$ cat src/rtl/time_set_pkg.sv
// Shared types and constants for the time-setting sequencer.
package time_set_pkg;

    typedef enum logic [1:0] {
        ST_IDLE  = 2'd0,
        ST_ENTRY = 2'd1,
        ST_DONE  = 2'd2
    } state_t;

    localparam logic [3:0] KEY_BACK = 4'd10;
    localparam logic [3:0] KEY_ADV  = 4'd11;
    localparam int         VAL_W    = 7;

    function automatic logic is_digit(input logic [3:0] code);
        return code <= 4'd9;
    endfunction

endpackage

$ cat src/rtl/bcd_field_acc.sv
// Two-digit decimal accumulator for the field currently being typed.
module bcd_field_acc
    import time_set_pkg::*;
(
    input  logic             clock,
    input  logic             reset,
    input  logic             i_clr,
    input  logic             i_digit_vld,
    input  logic [3:0]       i_digit,
    output logic [VAL_W-1:0] o_acc,
    output logic [1:0]       o_cnt,
    output logic             o_full
);

    logic [VAL_W-1:0] r_acc;
    logic [1:0]       r_cnt;
    logic             w_full;
    logic [VAL_W-1:0] w_acc_nxt;

    assign w_full    = (r_cnt == 2'd2);
    // acc holds at most 9 before the second digit, so the result never exceeds 99
    assign w_acc_nxt = r_acc * VAL_W'(10) + VAL_W'(i_digit);

    always_ff @(posedge clock) begin
        if (reset || i_clr) begin
            r_acc <= '0;
            r_cnt <= '0;
        end else if (i_digit_vld && !w_full) begin
            r_acc <= w_acc_nxt;
            r_cnt <= r_cnt + 2'd1;
        end
    end

    assign o_acc  = r_acc;
    assign o_cnt  = r_cnt;
    assign o_full = w_full;

endmodule

$ cat src/rtl/time_set_seq.sv
// Keypad-driven sequencer that enters and commits NUM_FIELDS time fields in order.
module time_set_seq
    import time_set_pkg::*;
#(
    parameter int NUM_FIELDS  = 3,
    parameter int FIELD0_MAX  = 23,
    parameter int FIELDN_MAX  = 59,
    parameter int TIMEOUT_CYC = 1000,
    localparam int IDX_W      = (NUM_FIELDS > 1) ? $clog2(NUM_FIELDS) : 1
) (
    input  logic                  clock,
    input  logic                  reset,
    input  logic                  start,
    input  logic                  key_valid,
    input  logic [3:0]            key_code,
    output logic [NUM_FIELDS-1:0] field_en,
    output logic                  busy,
    output logic                  wr_valid,
    output logic [IDX_W-1:0]      wr_idx,
    output logic [VAL_W-1:0]      wr_value,
    output logic                  complete,
    output logic                  err,
    output logic                  timeout
);

    state_t           r_state, w_state_nxt;
    logic [IDX_W-1:0] r_idx, w_idx_nxt;
    logic [15:0]      r_timer, w_timer_nxt, w_timer_inc;
    logic [VAL_W-1:0] w_acc, w_max;
    logic [1:0]       w_cnt;
    logic             w_full, w_acc_clr, w_digit_vld;
    logic             w_wr_valid, w_complete, w_err, w_timeout;

    logic [NUM_FIELDS-1:0] r_field_en;
    logic                  r_busy, r_wr_valid, r_complete, r_err, r_timeout;
    logic [IDX_W-1:0]      r_wr_idx;
    logic [VAL_W-1:0]      r_wr_value;

    bcd_field_acc u_acc (
        .clock       (clock),
        .reset       (reset),
        .i_clr       (w_acc_clr),
        .i_digit_vld (w_digit_vld),
        .i_digit     (key_code),
        .o_acc       (w_acc),
        .o_cnt       (w_cnt),
        .o_full      (w_full)
    );

    assign w_max       = (r_idx == '0) ? VAL_W'(FIELD0_MAX) : VAL_W'(FIELDN_MAX);
    assign w_timer_inc = r_timer + 16'd1;

    always_ff @(posedge clock) begin
        if (reset) begin
            r_state <= ST_IDLE;
            r_idx   <= '0;
            r_timer <= '0;
        end else begin
            r_state <= w_state_nxt;
            r_idx   <= w_idx_nxt;
            r_timer <= w_timer_nxt;
        end
    end

    always_comb begin
        w_state_nxt = r_state;
        w_idx_nxt   = r_idx;
        w_timer_nxt = r_timer;
        w_acc_clr   = 1'b0;
        w_digit_vld = 1'b0;
        w_wr_valid  = 1'b0;
        w_complete  = 1'b0;
        w_err       = 1'b0;
        w_timeout   = 1'b0;
        // start restarts from any state and swallows a coincident key
        if (start) begin
            w_state_nxt = ST_ENTRY;
            w_idx_nxt   = '0;
            w_timer_nxt = '0;
            w_acc_clr   = 1'b1;
        end else begin
            case (r_state)
                ST_ENTRY: begin
                    if (key_valid) begin
                        w_timer_nxt = '0;
                        if (is_digit(key_code)) begin
                            w_digit_vld = !w_full;
                        end else if (key_code == KEY_BACK) begin
                            if (w_cnt != 2'd0) w_acc_clr = 1'b1;
                            else if (r_idx != '0) w_idx_nxt = r_idx - 1'b1;
                        end else if (key_code == KEY_ADV) begin
                            w_acc_clr = 1'b1;
                            if (w_acc <= w_max) begin
                                w_wr_valid = 1'b1;
                                if (r_idx == IDX_W'(NUM_FIELDS - 1)) begin
                                    w_complete  = 1'b1;
                                    w_state_nxt = ST_DONE;
                                    w_idx_nxt   = '0;
                                end else begin
                                    w_idx_nxt = r_idx + 1'b1;
                                end
                            end else begin
                                w_err = 1'b1;
                            end
                        end
                    end else if (w_timer_inc == 16'(TIMEOUT_CYC - 1)) begin
                        w_timeout   = 1'b1;
                        w_state_nxt = ST_IDLE;
                        w_idx_nxt   = '0;
                        w_timer_nxt = '0;
                        w_acc_clr   = 1'b1;
                    end else begin
                        w_timer_nxt = w_timer_inc;
                    end
                end
                ST_DONE: w_state_nxt = ST_IDLE;
                default: w_state_nxt = ST_IDLE;
            endcase
        end
    end

    // Output register stage: everything visible reflects the next-state decision
    always_ff @(posedge clock) begin
        if (reset) begin
            r_field_en <= '0;
            r_busy     <= 1'b0;
            r_wr_valid <= 1'b0;
            r_wr_idx   <= '0;
            r_wr_value <= '0;
            r_complete <= 1'b0;
            r_err      <= 1'b0;
            r_timeout  <= 1'b0;
        end else begin
            r_field_en <= (w_state_nxt == ST_ENTRY) ? (NUM_FIELDS'(1) << w_idx_nxt) : '0;
            r_busy     <= (w_state_nxt == ST_ENTRY);
            r_wr_valid <= w_wr_valid;
            r_wr_idx   <= w_wr_valid ? r_idx : '0;
            r_wr_value <= w_wr_valid ? w_acc : '0;
            r_complete <= w_complete;
            r_err      <= w_err;
            r_timeout  <= w_timeout;
        end
    end

    assign field_en = r_field_en;
    assign busy     = r_busy;
    assign wr_valid = r_wr_valid;
    assign wr_idx   = r_wr_idx;
    assign wr_value = r_wr_value;
    assign complete = r_complete;
    assign err      = r_err;
    assign timeout  = r_timeout;

endmodule

$ cat config.mk
export PLATFORM = sky130hd
export DESIGN_NAME = time_set_seq
export DESIGN_NICKNAME = d
export VERILOG_FILES = /design/src/rtl/time_set_pkg.sv /design/src/rtl/bcd_field_acc.sv /design/src/rtl/time_set_seq.sv
export SDC_FILE = /design/constraint.sdc
export NUM_CORES = 1
export LEC_CHECK = 0
export CAP_MARGIN = 20
export CORE_MARGIN = 3
export CORE_UTILIZATION = 29
export DETAILED_ROUTE_END_ITERATION = 8
export PLACE_DENSITY = 0.49
export SLEW_MARGIN = 40
export SYNTH_ARGS = -nofsm -noshare
export SYNTH_HDL_FRONTEND = slang
export SYNTH_SLANG_ARGS = --single-unit
$ cat constraint.sdc
create_clock -name clock -period 3 [get_ports clock]
set_input_delay 0.3 -clock clock [delete_from_list [all_inputs] [get_ports clock]]
set_output_delay 0.3 -clock clock [all_outputs]
set_load 0.1 [all_outputs]
==> flow_summary.json, run 1 <==
{
  "status": "complete, no violations",
  "h-tree-depth": 2,
  "antenna_found_initial": 0,
  "pre_cts_ws_ns": 0.4682,
  "dr.pass1.iters": 4,
  "worstMarginPinSlew_ns": 0.6153,
  "timing.rr.end": "r_timer[7]$_SDFFE_PP0P_",
  "synth_top_area_share_pct": 34.78,
  "critPathSlowestCell": "dfxtp_1",
  "synth-seq-area-share_pct": 34.78,
  "min_to": "r_timer[15]$_SDFFE_PP0P_",
  "grt_pass1_wl_um": 10720,
  "antennaDiodeCount": 0,
  "reg2regPathDepth": 8,
  "gr-usage-all-layers_pct": 12.94,
  "ys_warn_count": 0,
  "post_drt_wl_per_cell_um": 13.58,
  "r2r_start": "r_timer[1]$_SDFFE_PP0P_",
  "hold_depth": 2,
  "nNetsFinal": 368,
  "gp_congestion": 0.8229,
  "die-area_um2": 10310,
  "drive_gt1_share_pct": 12.39,
  "ant_nets": 0,
  "cts_tree": "built",
  "grt-ovfl-total": 0,
  "cts_resized": 0,
  "min_from": "r_timer[15]$_SDFFE_PP0P_",
  "max-cap-violations": 0,
  "rsz0062_at_grt": "false",
  "power-per-cell-area_nw_per_um2": 385.9,
  "period_minus_slack_ns": 2.548,
  "holdCritPathClass": "reg2reg",
  "highest_layer": "met4",
  "cp_max_fo": 12,
  "ir_drop_uv": 157.9,
  "tns_ns": 0,
  "design.core.area_um2": 8806,
  "dpl.hpwl_um": 4540,
  "synth_top_area_cell": "dfxtp_1",
  "crit_required_ns": 3.25,
  "place_inst": 447,
  "port_buffers": 24,
  "postRouteWirelength_um": 6178,
  "die_y_um": 101.6,
  "synthArstFlopShare_pct": 0,
  "clk_pin_slew_ns": 0.10,
  "cts-root-buf": "clkbuf_8",
  "yosys.cell_types.count": 56,
  "clk_latency_ns": 0.31,
  "area_growth_pct": 13.75,
  "start_util_pct": 30.07,
  "cp-start-kind": "flip-flop",
  "hold_viol": 0,
  "min_period_over_period_pct": 84.95,
  "met2_length_um": 2696,
  "path_class": "reg2reg",
  "synthCells": 325,
  "cts_buffers": 5,
  "slew_viol_final": 0,
  "setup_viol": 0,
  "crit_chain": "ha_1 -> nand3_1 -> nor3_4 -> mux2i_1 -> a21oi_1 -> a31oi_4 -> nand2_1 -> o22ai_1",
  "syn_area_per_cell_um2": 8.146,
  "fmax_mhz": 392.4,
  "dr_total_vias": 2288,
  "p_leak_nw": 1.150,
  "syn-cell-area_um2": 2648,
  "clock_path_buffers": 2,
  "syn_nets": 347,
  "setup_slack_ns": 0.4515,
  "synth-seq-cells": 46,
  "cts_hold_buf": 0,
  "synth_edf_count": 0,
  "slowest_delay_ns": 0.47,
  "met1_length_um": 3167,
  "ys.flop_type": "dfxtp_1",
  "die_w_um": 101.6,
  "row_count": 34,
  "skew_ns": 0.01138,
  "relSlewSlack_pct": 58.86,
  "cp-end-kind": "flip-flop",
  "final_cells": 455,
  "ios": 25,
  "r2r_slack_ns": 0.45,
  "wl_met3_um": 236,
  "drc": 0,
  "synthTopCellsByArea": "dfxtp_1, ha_1, nor2_1",
  "clock_sinks": 46,
  "drt-vias-per-instance": 5.029,
  "grt_max_degree": 26,
  "worstPathArrival_ns": 2.79,
  "postCtsSetupBuffers": 0,
  "grt_pass1_vias": 2182,
  "drt-initial-drc-count": 116
}
-- routing by layer --
layer | up-vias | global-route usage (%)
met5 | - | 0
met4 | 0 | 3.885
met3 | 6 | 2.479
met2 | 46 | 19.97
met1 | 1053 | 18.28
li1 | 1183 | -
-- worst max path at each step --
stage                                    endpoint                     from
final                     r_timer[7]$_SDFFE_PP0P_  r_timer[1]$_SDFFE_PP0P_
after global routing      r_timer[7]$_SDFFE_PP0P_  r_timer[1]$_SDFFE_PP0P_
after CTS                 r_timer[7]$_SDFFE_PP0P_  r_timer[1]$_SDFFE_PP0P_
after detailed placement  r_timer[7]$_SDFFE_PP0P_  r_timer[1]$_SDFFE_PP0P_
after global placement    r_timer[7]$_SDFFE_PP0P_  r_timer[1]$_SDFFE_PP0P_
after floorplan            field_en[2]$_SDFF_PP0_      r_idx[0]$_SDFF_PP0_
-- Yosys cell counts (all sizes together) (3+ instances only) --
master and count:
nand3b 3, ha 12, nor3 11, nand4 9, xor2 4, or3 7, o22ai 5, dfxtp 46
clkbuf 9, buf 7, a31oi 6, nor2b 7, nor2 40, a21oi 27, and2 12, nor4 4
o21ai 13, inv 17, nand2b 5, mux2i 4, xnor2 8, a32oi 3, nand2 27, nand3 10
nor3b 4, nand4b 3
-- per-stage QoR --
stage | cell area (µm²) | util [%] | hold WS [ns] | total power, W
floorplan | 2648 | - | 0.3724 | 0.0007115
global placement | 2999 | 34.06 | 0.4701 | 0.0007530
detailed placement | 2914 | 33.09 | 0.4802 | 0.0007495
CTS | 3012 | 34.20 | 0.4962 | 0.001179
global route | 3012 | 34.20 | 0.5294 | 0.001215
finish | 3012 | 34.20 | 0.4937 | 0.001162
-- area by class of cell --
class | count | area, µm²
fill | 919 | 5794
multi-input combinational | 246 | 1594
sequential | 46 | 920.9
timing repair buffer | 30 | 200.2
tap | 108 | 135.1
clock buffer | 5 | 68.82
inverter | 17 | 63.81
clock inverter | 3 | 28.78
-- power by group --
group	leakage (nW)	total (W)	switching [W]	internal, W
registers	0.372	0.000620	0.00000324	0.000616
logic	0.727	0.000116	0.0000822	0.0000334
clock network	0.0506	0.000427	0.000252	0.000175
-- cells by family (layout without fill, tap and decap cells) --
group	Yosys count	count (layout)	synth area share, %
muxes	4	4	1.512
buffers and inverters	33	55	5.010
adders and majority gates	14	14	7.183
other	1	1	0.1416
and+or+nand+nor	147	147	30.53
xor gates and xnor gates	12	12	3.970
DFF	46	46	34.78
AOI/OAI and AO/OA	68	68	16.87
-- worst max-delay path, delay by kind of cell, from the launching register on --
family | cells | cell delay, ns
AOI/OAI and AO/OA | 3 | 0.64
adders and majority gates | 1 | 0.36
DFF | 1 | 0.47
muxes | 1 | 0.30
and+or+nand+nor | 3 | 0.72
-- placed cells by master (no fill, tap or decap), types with 3 or more instances in the layout --
cell type and n:
nand4_1 8, nand3b_1 3, nor3_1 9, and2_1 12, ha_1 12, nor2b_1 7, dfxtp_1 46, o21ai_1 3
nor3b_1 4, buf_2 17, nand2_1 27, clkdlybuf4s50_1 7, clkbuf_8 5, buf_4 6, nor4_1 3, o21ai_0 9
xor2_1 4, nor2_1 40, nand3_1 9, nand2b_1 5, nand4b_1 3, o22ai_1 5, a21oi_1 26, inv_1 17
xnor2_1 8, or3_1 7, mux2i_1 4, a31oi_1 5
-- registers in the layout, summed over array words and instances (netlist names), 2 cells and up --
name         cells
r_idx            2
field_en         3
wr_idx           2
r_state          2
r_timer         16
wr_value         7
u_acc.o_cnt      2
u_acc.o_acc      7
Note: power is estimated with default switching activity, not from simulation.
==> run 2, diff against run 1 <==
- PLACE_DENSITY: 0.49 -> 0.51
- clock period: 3 -> 2.1 ns (I/O delays scaled with it)
==> run 2 against run 1 <==
The run now ends with negative setup slack left. Core utilization grew 6.3 points. Hold slack lost 0.0012 ns. Combinational power grew 70%. Design area grew 18%. Sequential share of layout area shrank 4.1 points. Cell count grew 11%. Flip-flop and latch count is the same. Clock power grew 56%. Highest routed layer unchanged.
==> flow_summary.json, run 2 (synthesis results as in run 1) <==
{
  "clock_path_buffers": 2,
  "grt_max_degree": 19,
  "path_class": "reg2reg",
  "ios": 25,
  "dr.pass1.iters": 4,
  "critPathSlowestCell": "dfxtp_4",
  "holdCritPathClass": "reg2reg",
  "holdWs_ns": 0.4925,
  "hold_viol": 0,
  "dpl.hpwl_um": 5177,
  "p_leak_nw": 1.435,
  "skew_ns": 0.01254,
  "final_common_cell": "buf_4",
  "clock_sinks": 46,
  "die_w_um": 101.6,
  "cp-end-kind": "flip-flop",
  "antenna_found_initial": 0,
  "dr_total_vias": 2446,
  "cts_tree": "built",
  "violations": "negative setup slack",
  "tns_ns": -0.5621,
  "min_to": "r_timer[15]$_SDFFE_PP0P_",
  "drt-initial-drc-count": 116,
  "antennaDiodeCount": 0,
  "cp-start-kind": "flip-flop",
  "postRouteWirelength_um": 6873,
  "r2r_start": "r_timer[1]$_SDFFE_PP0P_",
  "cts_buffers": 5,
  "crit_required_ns": 2.30,
  "min_from": "r_timer[15]$_SDFFE_PP0P_",
  "crit_chain": "nand2_2 -> or3_1 -> a211o_1 -> a211oi_2 -> buf_4 -> a31oi_1 -> o21ai_2 -> buf_12 -> nor2_1",
  "drc": 0,
  "place_area_um2": 3289,
  "fin_area_um2": 3562,
  "r2r_slack_ns": -0.06,
  "row_count": 34,
  "status": "finished, violations left",
  "fill_cells": 874,
  "fmax_mhz": 463.4,
  "clk_pin_slew_ns": 0.10,
  "die_y_um": 101.6,
  "area_growth_pct": 34.55,
  "min_period_over_period_pct": 102.8,
  "largest_reg_flops": 16,
  "rsz0062_at_grt": "true",
  "pre_cts_ws_ns": -0.1507,
  "power-per-cell-area_nw_per_um2": 490.3,
  "cp_max_fo": 9,
  "slew_viol_final": 0,
  "top_register": "r_timer",
  "setup_viol": 13,
  "mostFrequentLayoutCells": "buf_4, nor2_1, dfxtp_1, a21oi_1, nand2_1",
  "die-area_um2": 10310,
  "slowest_delay_ns": 0.40,
  "gr-usage-all-layers_pct": 13.76,
  "port_buffers": 24,
  "start_util_pct": 30.07,
  "cp_num_buf_inv": 2,
  "grt_pass1_wl_um": 11410,
  "ant_nets": 0,
  "reg2regPathDepth": 9,
  "hold_depth": 2,
  "period_minus_slack_ns": 2.158,
  "grt-ovfl-total": 0,
  "clk_latency_ns": 0.30,
  "h-tree-depth": 2,
  "grt_pass1_vias": 2388,
  "drive_gt1_share_pct": 29.87,
  "post_drt_wl_per_cell_um": 13.66,
  "nNetsFinal": 416,
  "worstPathArrival_ns": 2.36,
  "drt-vias-per-instance": 4.863,
  "critical-path-top-delay-family": "compound AO/OA/AOI/OAI gates",
  "ir_drop_uv": 278.9,
  "setup_slack_ns": -0.05799,
  "timing.rr.end": "u_acc.o_acc[4]$_SDFFE_PP0P_",
  "design.core.area_um2": 8806,
  "max-cap-violations": 0,
  "cts-root-buf": "clkbuf_8",
  "gp_congestion": 0.8219
}
## run 2: cell count changes in the layout (fill, tap and decap cells not counted), sizes merged
cell      change
buf          +48
bufinv        +1
clkbuf        +1
clkinv        -1
clkinvlp      +1
inv           -2
## run 2: final cells by class
class                   instances  area [µm²]  share of cell area [%]
clock buffers                   6       72.57                   2.037
clock inverters                 2       37.54                   1.054
repair buffers                 78       623.1                   17.49
flip-flops and latches         46       942.2                   26.45
multi-input cells             246        1688                   47.38
well taps                     108       135.1                   3.793
inverters                      17       63.81                   1.791
## run 2: power breakdown
group          internal, W  leakage, nW  total, W  switching (W)
clock network     0.000355       0.0514  0.000668       0.000313
logic            0.0000697         1.00  0.000197       0.000127
registers         0.000877        0.378  0.000881     0.00000439
## run 2: how the worst max path moves through the flow
stage                                  startpoint                          end  slack [ns]  cells after the start
after floorplan               r_idx[0]$_SDFF_PP0_       field_en[2]$_SDFF_PP0_       0.002                     10
after global placement    r_timer[3]$_SDFFE_PP0P_  u_acc.o_acc[4]$_SDFFE_PP0P_       -0.03                      8
after detailed placement  r_timer[0]$_SDFFE_PP0P_       field_en[1]$_SDFF_PP0_       -0.15                      8
after CTS                     r_idx[1]$_SDFF_PP0_       field_en[2]$_SDFF_PP0_       -0.02                      9
after global routing      r_timer[1]$_SDFFE_PP0P_       field_en[2]$_SDFF_PP0_       -0.15                      7
final                     r_timer[1]$_SDFFE_PP0P_  u_acc.o_acc[4]$_SDFFE_PP0P_       -0.06                      9
## run 2: worst reg2reg max path: cells and delay by family, from the launching register on
family	cells	cell delay, ns
simple gates	3	0.41
buf+inv	2	0.31
compound gates	4	0.93
flops	1	0.40
## run 2: through the flow
step / instances / utilization (%) / total power, W
2_1_floorplan: 325 / - / 0.001017
3_3_place_gp: 489 / 37.35 / 0.001095
3_5_place_dp: 489 / 37.35 / 0.001095
4_1_cts: 499 / 39.76 / 0.001774
5_1_grt: 503 / 40.45 / 0.001819
6_report: 503 / 40.45 / 0.001747
## run 2: timing repair
item,CTS,global route
pin swaps,14,10
hold buffers,0,0
hold endpoints to repair,0,0
cloned,0,0
resized for setup,26,10
setup endpoints to repair,26,26
setup buffers,2,4
## run 2: metal layers
layer | wire length [µm] | GRT usage [%] | vias up
met4 | 83 | 4.908 | 0
met1 | 3418 | 18.80 | 1131
met3 | 195 | 1.515 | 5
met5 | 0 | 0 | -
li1 | - | - | 1274
met2 | 3176 | 22.43 | 36
